## src/rtl/rgb2gray_stream.sv

```systemverilog
// Streaming RGB to grayscale, 4-stage pipeline, four Q8 luma sets.
// Optional RGB2GRAY_ROUND_EN: round half up instead of truncating.
//
// Ports:
//   clk, rst_n            clock, async active-low reset
//   in_valid/in_ready     input handshake
//   in_red/green/blue     DW-bit channels
//   in_mode               coefficient set (0..3)
//   in_last               end-of-line marker
//   out_valid/out_ready   output handshake
//   out_gray, out_last    result and aligned marker
//   cnt_clr, pix_count    delivered-pixel counter and sync clear
module rgb2gray_stream #(
  parameter int DW      = 8,
  parameter int COUNT_W = 16
) (
  input  logic               clk,
  input  logic               rst_n,
  input  logic               in_valid,
  output logic               in_ready,
  input  logic [DW-1:0]      in_red,
  input  logic [DW-1:0]      in_green,
  input  logic [DW-1:0]      in_blue,
  input  logic [1:0]         in_mode,
  input  logic               in_last,
  output logic               out_valid,
  input  logic               out_ready,
  output logic [DW-1:0]      out_gray,
  output logic               out_last,
  input  logic               cnt_clr,
  output logic [COUNT_W-1:0] pix_count
);

  localparam int PW = DW + 8;
  localparam int SW = DW + 10;
  localparam logic [SW-1:0] MAXV = SW'((1 << DW) - 1);

  typedef struct packed {
    logic          v;
    logic [DW-1:0] r;
    logic [DW-1:0] g;
    logic [DW-1:0] b;
    logic [1:0]    mode;
    logic          last;
  } s1_t;

  typedef struct packed {
    logic          v;
    logic [PW-1:0] pr;
    logic [PW-1:0] pg;
    logic [PW-1:0] pb;
    logic          last;
  } s2_t;

  typedef struct packed {
    logic          v;
    logic [SW-1:0] sum;
    logic          last;
  } s3_t;

  s1_t s1;
  s2_t s2;
  s3_t s3;

  logic          adv;
  logic [7:0]    kr;
  logic [7:0]    kg;
  logic [7:0]    kb;
  logic [PW-1:0] pr_n;
  logic [PW-1:0] pg_n;
  logic [PW-1:0] pb_n;
  logic [SW-1:0] sum_n;
  logic [SW-1:0] biased;
  logic [SW-1:0] shifted;
  logic [DW-1:0] gray_n;

  // Whole pipeline moves in lockstep; bubbles are kept.
  assign adv      = out_ready | ~out_valid;
  assign in_ready = adv;

  always_comb begin
    kr = 8'd72;
    kg = 8'd144;
    kb = 8'd24;
    unique case (s1.mode)
      2'd0: begin kr = 8'd72; kg = 8'd144; kb = 8'd24; end
      2'd1: begin kr = 8'd77; kg = 8'd150; kb = 8'd29; end
      2'd2: begin kr = 8'd54; kg = 8'd183; kb = 8'd19; end
      2'd3: begin kr = 8'd85; kg = 8'd85;  kb = 8'd85; end
    endcase
  end

  assign pr_n = PW'(s1.r) * PW'(kr);
  assign pg_n = PW'(s1.g) * PW'(kg);
  assign pb_n = PW'(s1.b) * PW'(kb);

  assign sum_n = SW'(s2.pr) + SW'(s2.pg) + SW'(s2.pb);

`ifdef RGB2GRAY_ROUND_EN
  assign biased = s3.sum + SW'(128);
`else
  assign biased = s3.sum;
`endif

  assign shifted = biased >> 8;
  assign gray_n  = (shifted > MAXV) ? {DW{1'b1}} :
                   shifted[DW-1:0];

  always_ff @(posedge clk or negedge rst_n) begin
    if (!rst_n) begin
      s1        <= '0;
      s2        <= '0;
      s3        <= '0;
      out_valid <= 1'b0;
      out_gray  <= '0;
      out_last  <= 1'b0;
    end else if (adv) begin
      s1.v      <= in_valid;
      s1.r      <= in_red;
      s1.g      <= in_green;
      s1.b      <= in_blue;
      s1.mode   <= in_mode;
      s1.last   <= in_last;
      s2.v      <= s1.v;
      s2.pr     <= pr_n;
      s2.pg     <= pg_n;
      s2.pb     <= pb_n;
      s2.last   <= s1.last;
      s3.v      <= s2.v;
      s3.sum    <= sum_n;
      s3.last   <= s2.last;
      out_valid <= s3.v;
      out_gray  <= gray_n;
      out_last  <= s3.last;
    end
  end

  always_ff @(posedge clk or negedge rst_n) begin
    if (!rst_n) begin
      pix_count <= '0;
    end else if (cnt_clr) begin
      pix_count <= '0;
    end else if (out_valid && out_ready) begin
      pix_count <= pix_count + 1'b1;
    end
  end

endmodule

```

## config.mk

```make
export PLATFORM = sky130hd
export DESIGN_NAME = rgb2gray_stream
export DESIGN_NICKNAME = d
export VERILOG_FILES = /design/src/rtl/rgb2gray_stream.sv
export SDC_FILE = /design/constraint.sdc
export NUM_CORES = 1
export LEC_CHECK = 0
export ABC_AREA = 0
export CAP_MARGIN = 20
export CORE_ASPECT_RATIO = 0.6
export CORE_MARGIN = 5
export CORE_UTILIZATION = 40
export DETAILED_ROUTE_END_ITERATION = 10
export SYNTH_ARGS = -nofsm -noshare
export SYNTH_HDL_FRONTEND = slang
export SYNTH_SLANG_ARGS = --single-unit
```

## constraint.sdc

```tcl
create_clock -name clk -period 15.8 [get_ports clk]
set_input_delay 3.16 -clock clk [delete_from_list [all_inputs] [get_ports clk]]
set_output_delay 3.16 -clock clk [all_outputs]
set_load 0.005 [all_outputs]
```

* After elaboration in Yosys (flattened, before gate mapping)
Index checks and enable logic that the tools add are counted.
** Word-level totals
- Bits in registers :: 124
- Input bits :: 32
- Output and inout bits :: 27
- Logic and storage cells :: 39
** Cells by class
- Multiplexer cells :: 6
- $add $sub $neg :: 3
- Reduce and logical (&&, ||, !) cells :: 3
- Multiply operators :: 3
- Magnitude comparators :: 1
- Bitwise logic cells :: 2
- Equality and inequality tests :: 3
** Operator list (number)
- 8-bit case mux with 4 select lines :: 3
- 8-bit by 8-bit multiplier with 16-bit output :: 3
- 16-bit 2-to-1 mux :: 2
- 17-bit by 16-bit adder with 18-bit output :: 1
- 16-bit by 16-bit adder with 17-bit output :: 1
- 16-bit by 1-bit adder with 16-bit output, second input constant :: 1
- 10-bit by 8-bit > comparator with 1-bit output, second input constant :: 1
- 8-bit 2-to-1 mux :: 1
- 2-bit == test, second input constant :: 2
- 2-bit by 1-bit == test with 1-bit output, second input constant :: 1
- 2-bit zero test :: 1
- 2-bit nonzero test :: 1
- 1-bit logical AND :: 1
- 1-bit NOT :: 1
- 1-bit bitwise OR :: 1

* Longest topological paths before layout
Gate-level depths: netlist of run 1.
- Depth after elaboration :: 3
- Mapped depth :: 22
- Depth with buffers taken out :: 19

* Worst setup path after synthesis of run 1
No wires, ideal clock.
- Path kind :: in2out
- Start :: input port out_ready
- End :: output port in_ready
- Arrival time :: 3864 ps
- Path buffers :: 2
- Slack :: 8776 ps
- Stages :: 4
- Cells stage by stage :: nor2b_1 -> inv_1 -> clkbuf_1 -> clkbuf_1
** Between the ends
- Cells in the longest elaborated chain, start to end :: 1
** Ends and longest elaborated chain
- start, declared :: RTL line 27 : input logic out_ready,
- 1-bit bitwise OR :: RTL line 78 : assign adv = out_ready | ~out_valid;
- end, declared :: RTL line 20 : output logic in_ready,
No other way between the ends.

* Worst setup path after layout of run 1
Same ends and word-level chain as after synthesis.

==> flow_metrics.env, run 1 <==
export IMPL_status="completed"
export IMPL_synth_sequential_area_ratio=0.266
export IMPL_vias_in_the_first_global_route=7923
export IMPL_buffers_and_inverters_on_the_worst_path=3
export IMPL_total_count_of_max_transition_violations_in_the_final_report=0
export IMPL_synth_simple_gate_area_share=0.194
export IMPL_crit_required_ps=12640
export IMPL_endpoint_kind="output pin"
export IMPL_htree_levels=4
export IMPL_wire_length_of_the_first_global_routing_pass_um=42300
export IMPL_core_region_area_mm2=0.0266
export IMPL_clock_skew_ps=17.5
export IMPL_start_kind="input pin"
export IMPL_synth_area_mux_share=0.00986
export IMPL_postSynth_topFlopCell="sky130_fd_sc_hd__dfrtp_1"
export IMPL_place_congestion=0.858
export IMPL_hold_class="reg -> reg"
export IMPL_tightest_slew_ps=1120
export IMPL_globalRoute_totalOverflow=0
export IMPL_port_buffers=58
export IMPL_tns_ps=0
export IMPL_post_synth_fa_ha_maj_area_fraction=0.330
export IMPL_synth_seq_cells=116
export IMPL_final_fill_count=2566
export IMPL_cts_tree="yes"
export IMPL_detail_route_vias_per_cell=5.02
export IMPL_die_w_um=223
export IMPL_netlist_instances=1198
export IMPL_post_synth_xor_area_fraction=0.0273
export IMPL_ios=59
export IMPL_placementRows=46
export IMPL_die_boundary_height_um=138
export IMPL_grt_max_degree=80
export IMPL_clockRootBuffer="sky130_fd_sc_hd__clkbuf_16"
export IMPL_synth_avg_cell_area_um2=9.11
export IMPL_critical_path_max_stage_delay_ps=580
export IMPL_drc=0
export IMPL_period_share=0.493
export IMPL_synth_edf_count=0
export IMPL_dr_first_iter_drc_count=461
export IMPL_wl_per_cell_um=15.8
export IMPL_synth_area_mm2=0.0109
export IMPL_timing_critical_path_depth=4
export IMPL_maxCapViolCount=0
export IMPL_finalNetCount=1504
export IMPL_cts_clk_slew_worst_paths_ps=60
export IMPL_cts_hold_buffers_added=0
export IMPL_timing_hold_worst_path_depth=2
export IMPL_effective_utilization_at_floorplan=0.410
export IMPL_rsz_0062_raised_after_global_routing="no"
export IMPL_finalHoldViolations=0
export IMPL_crit_path_start="out_ready"
export IMPL_critPathTopFamily="buffers and inverters"
export IMPL_cts_buffer_depth=2
export IMPL_holdCritStartpoint="s3[19]"
export IMPL_timing_final_setup_violations=0
export IMPL_final_layout_size_suffix_gt1_frac=0.0448
export IMPL_synth_top_family_by_area="adder cells"
export IMPL_r2r_start="s1[2]"
export IMPL_crit_chain="clkdlybuf4s50_1 > nor2b_4 > inv_4 > clkdlybuf4s50_1"
export IMPL_reg2reg_setup_slack_ps=9600
export IMPL_detail_route_first_pass_iterations=5
export IMPL_design_die_area_mm2=0.0308
export IMPL_clock_sinks=116
export IMPL_max_slew_margin_rel=0.251
export IMPL_cts_resized=0
export IMPL_fmax_mhz=128
export IMPL_yosys_warnings=0
export IMPL_wirelength_um=25400
export IMPL_cts_made_buffers=17
export IMPL_grtUsageTotal=0.173
export IMPL_timing_critical_path_mode_cell="sky130_fd_sc_hd__clkdlybuf4s50_1"
export IMPL_insertion_delay_ps=440
export IMPL_yosys_cell_types_count=62
export IMPL_drt_antenna_violating_nets=0
export IMPL_syn_to_final_growth_pct=14.4
export IMPL_shortest_clock_period_the_worst_path_allows_after_layout_ps=7780
export IMPL_r2r_cells=17
export IMPL_cts_setup_buffers=0
export IMPL_antenna_found_initial=1
export IMPL_critPathKind="in -> out"
export IMPL_synth_fp_nets=1464
export IMPL_antenna_cells=0
export IMPL_worstPathMaxFanout=38
export IMPL_synth_compound_area_frac=0.104
export IMPL_worst_ep_arrival_time_ps=4620
export IMPL_postSynth_asyncResetShare=1.00
export IMPL_cell_at_the_slowest_stage_of_the_critical_path="sky130_fd_sc_hd__clkdlybuf4s50_1"
export IMPL_dr_total_vias=8095
export IMPL_post_dp_hpwl_um=19700
-- stage by stage --
stage | setup WS (ps) | hold WS [ps] | instance area [µm²] | utilization | std cells
CTS | 8000 | 469 | 12500 | 0.468 | 1610
detailed placement | 8000 | 456 | 11800 | 0.444 | 1578
finish | 8020 | 464 | 12500 | 0.469 | 1611
global route | 7960 | 492 | 12500 | 0.469 | 1611
floorplan | 8780 | 430 | 10900 | - | 1198
global placement | 8010 | 451 | 11800 | 0.444 | 1578
-- final timing paths --
check                           endpoint
setup / recovery                in_ready
hold / removal                    s3[19]
setup reg to reg                  s2[15]
hold reg to reg                   s3[19]
max in group asynchronous     biased[16]
min in group asynchronous  pix_count[15]
-- layout make-up --
type                            instances  area, µm²  area share
Tap cell                              360        450      0.0361
Clock buffer                           18        439      0.0352
Inverter                              154        581      0.0465
Clock inverter                         14        191      0.0153
Sequential cell                       116       2900       0.232
Timing Repair Buffer                   65        651      0.0521
Multi-Input combinational cell        884       7270       0.582
-- placed cells by master (no fill, tap or decap), types with 21 or more instances in the layout --
master	count
sky130_fd_sc_hd__ha_1	144
sky130_fd_sc_hd__and2_1	71
sky130_fd_sc_hd__clkdlybuf4s50_1	57
sky130_fd_sc_hd__nor2_1	65
sky130_fd_sc_hd__inv_1	153
sky130_fd_sc_hd__fa_1	90
sky130_fd_sc_hd__nand2_1	177
sky130_fd_sc_hd__xor2_1	21
sky130_fd_sc_hd__a21oi_1	46
sky130_fd_sc_hd__nor2b_1	48
sky130_fd_sc_hd__o21ai_0	23
sky130_fd_sc_hd__dfrtp_1	116
-- tightest hold or removal path: stages (launching register included) --
cell                      delay (ps)
sky130_fd_sc_hd__dfrtp_1         340
sky130_fd_sc_hd__nand2_1          50
sky130_fd_sc_hd__nand2_1          50
-- Yosys cell counts (all sizes together), types with 2 or more instances --
cell | number | area [µm²]
mux2i | 4 | 40.0
dfrtp | 116 | 2900
nor3b | 6 | 50.1
a211o | 3 | 26.3
nor2b | 49 | 307
nand3 | 15 | 75.1
nand2 | 177 | 664
o31a | 4 | 35.0
fa | 90 | 1800
o21a | 7 | 52.6
ha | 144 | 1800
and3 | 4 | 25.0
clkbuf | 34 | 128
mux2 | 6 | 67.6
o21ai | 33 | 165
o22ai | 2 | 12.5
o31ai | 10 | 75.1
o21bai | 2 | 15.0
and4 | 2 | 17.5
a21oi | 48 | 248
buf | 10 | 42.5
and2 | 71 | 444
xnor2 | 13 | 114
or3 | 5 | 31.3
nand2b | 5 | 31.3
nand4 | 9 | 56.3
nor4b | 2 | 17.5
a31oi | 5 | 31.3
a311o | 2 | 21.3
a311oi | 2 | 23.8
inv | 154 | 578
or2 | 3 | 18.8
nor2 | 65 | 244
o22a | 8 | 70.1
a21o | 18 | 143
xor2 | 21 | 184
nand3b | 3 | 22.5
o211ai | 4 | 30.0
nor3 | 16 | 80.1
a211oi | 12 | 90.1
-- sequential cells by signal, summed over array words and instances, names as in the netlist --
signal / flops
biased: 10
out_gray: 8
out_last: 1
out_valid: 1
pix_count: 16
s1: 28
s2: 50
s3: 2
-- metal layers --
layer | GRT usage | share of wire | vias to the layer above
met4 | 0.0398 | 0.0085 | 0
met3 | 0.0406 | 0.045 | 21
met2 | 0.239 | 0.40 | 125
met5 | 0 | 0 | -
met1 | 0.272 | 0.54 | 3948
li1 | - | - | 4001
-- logic make-up after synthesis --
kind of cell | after synthesis
simple gates | 435
xor+xnor | 34
compound gates | 170
buf+inv | 198
mux | 10
flops | 116
other cells | 1
fa+ha+maj | 234
Power of run 1 is left out: the tool's default activity adds up to more than one toggle a clock period on the data nets, which glitch-free logic cannot reach.
==> run 2, diff against run 1 <==
==> constraint.sdc (replaced) <==
create_clock -name clk -period 8 [get_ports clk]
set_input_delay 1.6 -clock clk [delete_from_list [all_inputs] [get_ports clk]]
set_output_delay 1.6 -clock clk [all_outputs]
set_load 0.005 [all_outputs]
==> flow_metrics.env, run 2 (synthesis results as in run 1) <==
export IMPL_dr_total_vias=8022
export IMPL_clock_sinks=116
export IMPL_final_fill_count=2556
export IMPL_critPathKind="reg -> reg"
export IMPL_antenna_found_initial=0
export IMPL_largest_register="s2"
export IMPL_crit_chain="buf_4 > ha_1 > buf_4 > and2_1 > fa_1 > fa_1 > fa_1 > inv_1 > fa_1 > inv_1 > ha_1 > and2_1 > nor2b_1 > o211ai_1 > nand3_1 > a21oi_1 > a311o_1"
export IMPL_layout_common_cells="sky130_fd_sc_hd__nand2_1 (177), sky130_fd_sc_hd__inv_1 (153), sky130_fd_sc_hd__ha_1 (144)"
export IMPL_vias_in_the_first_global_route=7850
export IMPL_effective_utilization_at_floorplan=0.410
export IMPL_cts_clk_slew_worst_paths_ps=50
export IMPL_globalRoute_totalOverflow=0
export IMPL_finalHoldViolations=0
export IMPL_final_common_cell="sky130_fd_sc_hd__nand2_1"
export IMPL_preCtsSetupSlack_ps=2620
export IMPL_wirelength_um=25200
export IMPL_maxCapViolCount=0
export IMPL_hold_class="reg -> reg"
export IMPL_insertion_delay_ps=430
export IMPL_design_die_area_mm2=0.0308
export IMPL_fmax_mhz=183
export IMPL_multiInputGateArea_mm2=0.00727
export IMPL_status="completed"
export IMPL_clock_skew_ps=12.0
export IMPL_die_w_um=223
export IMPL_post_dp_hpwl_um=19800
export IMPL_total_count_of_max_transition_violations_in_the_final_report=0
export IMPL_tns_ps=0
export IMPL_postLayoutSetupSlackWorst_ps=2550
export IMPL_largest_register_ff_count=50
export IMPL_tightest_slew_ps=753
export IMPL_final_layout_size_suffix_gt1_frac=0.0424
export IMPL_cell_at_the_slowest_stage_of_the_critical_path="sky130_fd_sc_hd__fa_1"
export IMPL_stdcell_count=1609
export IMPL_clockRootBuffer="sky130_fd_sc_hd__clkbuf_16"
export IMPL_core_region_area_mm2=0.0266
export IMPL_cts_tree="yes"
export IMPL_max_slew_margin_rel=0.498
export IMPL_drt_antenna_violating_nets=0
export IMPL_grtUsageTotal=0.172
export IMPL_detail_route_vias_per_cell=4.99
export IMPL_cts_hold_buffers_added=0
export IMPL_antenna_cells=0
export IMPL_finalNetCount=1505
export IMPL_die_boundary_height_um=138
export IMPL_drc=0
export IMPL_period_share=0.682
export IMPL_crit_required_ps=8300
export IMPL_endpoint_kind="register"
export IMPL_critical_path_max_stage_delay_ps=550
export IMPL_cts_setup_buffers=0
export IMPL_wire_length_of_the_first_global_routing_pass_um=42100
export IMPL_detail_route_first_pass_iterations=4
export IMPL_worstPathMaxFanout=22
export IMPL_cts_buffer_depth=2
export IMPL_numPlacedInstances=1579
export IMPL_ios=59
export IMPL_dr_first_iter_drc_count=508
export IMPL_timing_final_setup_violations=0
export IMPL_port_buffers=58
export IMPL_layout_top_registers="s2: 50 flops, s1: 28 flops, pix_count: 16 flops"
export IMPL_hold_ws_ps=458
export IMPL_rsz_0062_raised_after_global_routing="no"
export IMPL_shortest_clock_period_the_worst_path_allows_after_layout_ps=5450
export IMPL_ff_latch_area_mm2=0.00290
export IMPL_worst_ep_arrival_time_ps=5760
export IMPL_start_kind="register"
export IMPL_grt_max_degree=74
export IMPL_timing_critical_path_mode_cell="sky130_fd_sc_hd__fa_1"
export IMPL_place_congestion=0.868
export IMPL_wl_per_cell_um=15.7
export IMPL_placementRows=46
export IMPL_cts_resized=0
export IMPL_htree_levels=4
export IMPL_syn_to_final_growth_pct=13.8
export IMPL_cts_made_buffers=17
## run 2: cell count changes in the layout (fill, tap and decap cells not counted)
cell                         before  now
sky130_fd_sc_hd__bufinv_16        3    2
sky130_fd_sc_hd__inv_6            4    0
sky130_fd_sc_hd__clkinv_4         5    1
sky130_fd_sc_hd__buf_4            7    8
sky130_fd_sc_hd__clkinvlp_4       0    3
sky130_fd_sc_hd__clkinv_2         0    4
sky130_fd_sc_hd__inv_8            2    0
sky130_fd_sc_hd__clkbuf_1         0    1
## run 2: worst max-delay path, delay by kind of cell, from the launching register on
| family | cells | cell delay, ps |
|---|---|---|
| adder cells (fa/ha/maj) | 6 | 2830 |
| AND/OR/NAND/NOR | 4 | 770 |
| buffers and inverters | 4 | 710 |
| AO/OA/AOI/OAI | 3 | 560 |
| flip-flops | 1 | 450 |
## run 2: worst paths after layout
kind | startpoint | to | slack [ps] | depth (start not counted)
hold reg to reg | s3[19] | out_valid | 460 | 1
hold / removal | s3[19] | out_valid | 460 | 1
setup reg to reg | s1[2] | s2[32] | 2550 | 17
setup / recovery | s1[2] | s2[32] | 2550 | 17
min in group asynchronous | rst_n | pix_count[14] | 1180 | 1
max in group asynchronous | rst_n | s1[10] | 5800 | 3
## run 2: final cells by class
class                           instances  share of cell area
Multi-Input combinational cell        884               0.586
Sequential cell                       116               0.234
Timing Repair Buffer                   66              0.0530
Inverter                              154              0.0467
Tap cell                              360              0.0363
Clock buffer                           19              0.0357
Clock inverter                         10             0.00897
## run 2: routing by layer
layer	GRT usage	vias to the layer above	share of wire
met1	0.275	3910	0.55
met4	0.0306	0	0.0056
met3	0.0355	9	0.041
li1	-	3986	-
met2	0.241	117	0.40
met5	0	-	0
## run 2: through the flow
stage          utilization  cell area (µm²)
2_1_floorplan            -            10900
3_3_place_gp         0.444            11800
3_5_place_dp         0.444            11800
4_1_cts              0.465            12400
5_1_grt              0.466            12400
6_report             0.466            12400
Power of run 2 is left out for the same reason.
==> RTL change (config.mk and constraints of run 1) <==
Build with the macro `RGB2GRAY_ROUND_EN` defined.
--- a/src/rtl/rgb2gray_stream.sv
+++ b/src/rtl/rgb2gray_stream.sv
@@ -11,4 +11,6 @@
 //   out_gray, out_last    result and aligned marker
 //   cnt_clr, pix_count    delivered-pixel counter and sync clear
+`define RGB2GRAY_ROUND_EN
+
 module rgb2gray_stream #(
   parameter int DW      = 8,
Function: changed (a bounded check fails within 10 cycles, from zero or initial values and one cycle with rst_n low).
==> RTL change against run 1 <==
Count of clock-buffer cells in the layout is 4 higher. Non-clock buffer count stayed put. Largest cell class unchanged. Final area is 0.38% lower. Global-route usage is 0.45 points lower. Worst setup slack worse by 0.53 ns. Sequential share of layout area is 0.29 points higher. Sequential cell count is 1 higher. Cell count is 1.4% higher. Routed wire length is 2.1% lower. Area after synthesis hardly changed.
Power is left out: the tool's default activity adds up to more than one toggle a clock period on the data nets, which glitch-free logic cannot reach.
==> RTL change: results (changes against run 1) <==
Clocking
* **Clock H-tree levels** 4, unchanged
* **Root Driver** clkbuf_16
* **CTS clock-pin slew for the worst setup and hold paths** 0.05 ns
* **Clock Path Buffers** 2, unchanged
* **buffers inserted during post-CTS setup optimization** 0, unchanged
* **post-cts resize count** 0, unchanged
* **number of CTS-inserted buffers** 17, unchanged

Logic synthesis
* **sequential area share after synthesis** 26.8%, +0.24 points
* **count of cell types in the netlist** 52, -16%
* **most common flop cell mapped by yosys** dfrtp_1
* **most numerous cell types in the synthesized netlist** 184 x nand2_1, 162 x inv_1, 145 x ha_1
* **net count after synthesis** 1481, +1.2%
* **cells taking the most area after synthesis** dfrtp_1 27%, ha_1 17%, fa_1 17%, nand2_1 6.3%, inv_1 5.6%

Drt
* **first-pass iteration count of the detailed router** 5, unchanged
* **final wirelength** 24900 um, -2.1%
* **number of DRC markers after the initial detailed-route iteration** 514, +11%
* **post-DR vias/cell** 4.93, -1.8%

Layout
* **largest registers ranked by flip-flop count** s2: 50 flops, s1: 28 flops, pix_count: 16 flops
* **filler cell count in the final layout** 2584, +0.70%
* **fraction of layout cells with a size suffix above 1** 3.85%, -0.63 points
* **antenna fix cells** 0, unchanged

Critical path
* **WP data arrival** 5.15 ns, +0.53 ns
* **cells on worst reg2reg path** 18, +1
* **setup slack of the worst register-to-register path** 9.75 ns, +0.15 ns
* **end of the worst register-to-register path** s2[16]
* **crit path max fanout** 52, +37%
* **critical path launch point** out_ready

STA
* **Worst Tran Pin Value** 0.867 ns, -0.253 ns
* **final setup skew** 0.0124 ns, -0.00509 ns

GRT
* **global routing met1 resource utilization** 26.2%, -1.0 points
* **antenna violations before repair** 1, unchanged
* **wire length of the first global-routing pass** 41600 um, -1.7%
* **number of global-route vias before repair** 7925, +0.025%
* **overall global routing resource usage** 16.9%, -0.45 points
* **routing usage on met3** 2.86%, -1.2 points
* **met2 GRT Util** 24.6%, +0.69 points
* **pin count of the biggest net entering global routing** 65, -19%

Hold path
* **worst min path class** reg2reg

Placement
* **HPWL reported at the end of detailed placement** 19100 um, -3.2%
* **Final GP Congestion** 0.807, -6.0%

Run status
* **status** finished clean

## RTL change: changes by cell type after synthesis, moves of 9 or more
cell and change:
o21ai_1 -9, a21oi_1 +11, nor2_1 +19, nor2b_1 -9, and2_1 -11, xnor2_1 +11
## RTL change: logic make-up (layout without fill, tap and decap cells)
group	count (synthesis)	after routing	share of synthesized area, %
AOI/OAI and AO/OA	159	159	9.20
other	1	1	0.0344
xor gates and xnor gates	50	50	4.01
DFF	117	117	26.8
adders and majority gates	235	235	33.1
muxes	8	8	0.803
buffers and inverters	199	258	6.85
and+or+nand+nor	445	445	19.1
## RTL change: per-layer routing
metal  share of wire, %  wire, um
met5                  0         0
met4               0.97       241
met3                2.7       680
met2                 41     10300
met1                 55     13700
## RTL change: critical path, cell delays in order
cell,delay [ns]
clkdlybuf4s50_1,0.55
nor2b_4,0.05
buf_4,0.27
inv_4,0.48
clkdlybuf4s50_1,0.61
## RTL change: layout make-up
| class | count | area, um^2 | area share, % |
|---|---|---|---|
| clock buffers | 22 | 474 | 3.81 |
| clock inverters | 9 | 103 | 0.825 |
| inverters | 162 | 611 | 4.91 |
| multi-input cells | 898 | 7240 | 58.2 |
| flip-flops and latches | 117 | 2930 | 23.5 |
| well taps | 360 | 450 | 3.62 |
| repair buffers | 65 | 631 | 5.07 |
## RTL change: through the flow
stage / hold slack [ns] / worst slack [ns] / utilization [%] / instances / cell area, um^2
5_1_grt: 0.492 / 7.38 / 46.7 / 1633 / 12400
3_3_place_gp: 0.443 / 7.51 / 44.5 / 1602 / 11900
4_1_cts: 0.469 / 7.48 / 46.7 / 1633 / 12400
2_1_floorplan: 0.430 / 8.79 / - / 1214 / 10900
6_report: 0.465 / 7.49 / 46.7 / 1633 / 12400
3_5_place_dp: 0.457 / 7.49 / 44.5 / 1602 / 11900
## RTL change: how the worst min path moves through the flow
stage | start | slack, ns | to | cells past startpoint
4_1_cts | s3[0] | 0.47 | s3[0] | 2
2_1_floorplan | s3[19] | 0.43 | s3[19] | 2
6_report | s3[0] | 0.46 | s3[0] | 2
3_5_place_dp | s3[0] | 0.46 | s3[0] | 2
3_3_place_gp | s3[19] | 0.44 | s3[19] | 2
5_1_grt | s3[19] | 0.49 | s3[19] | 2
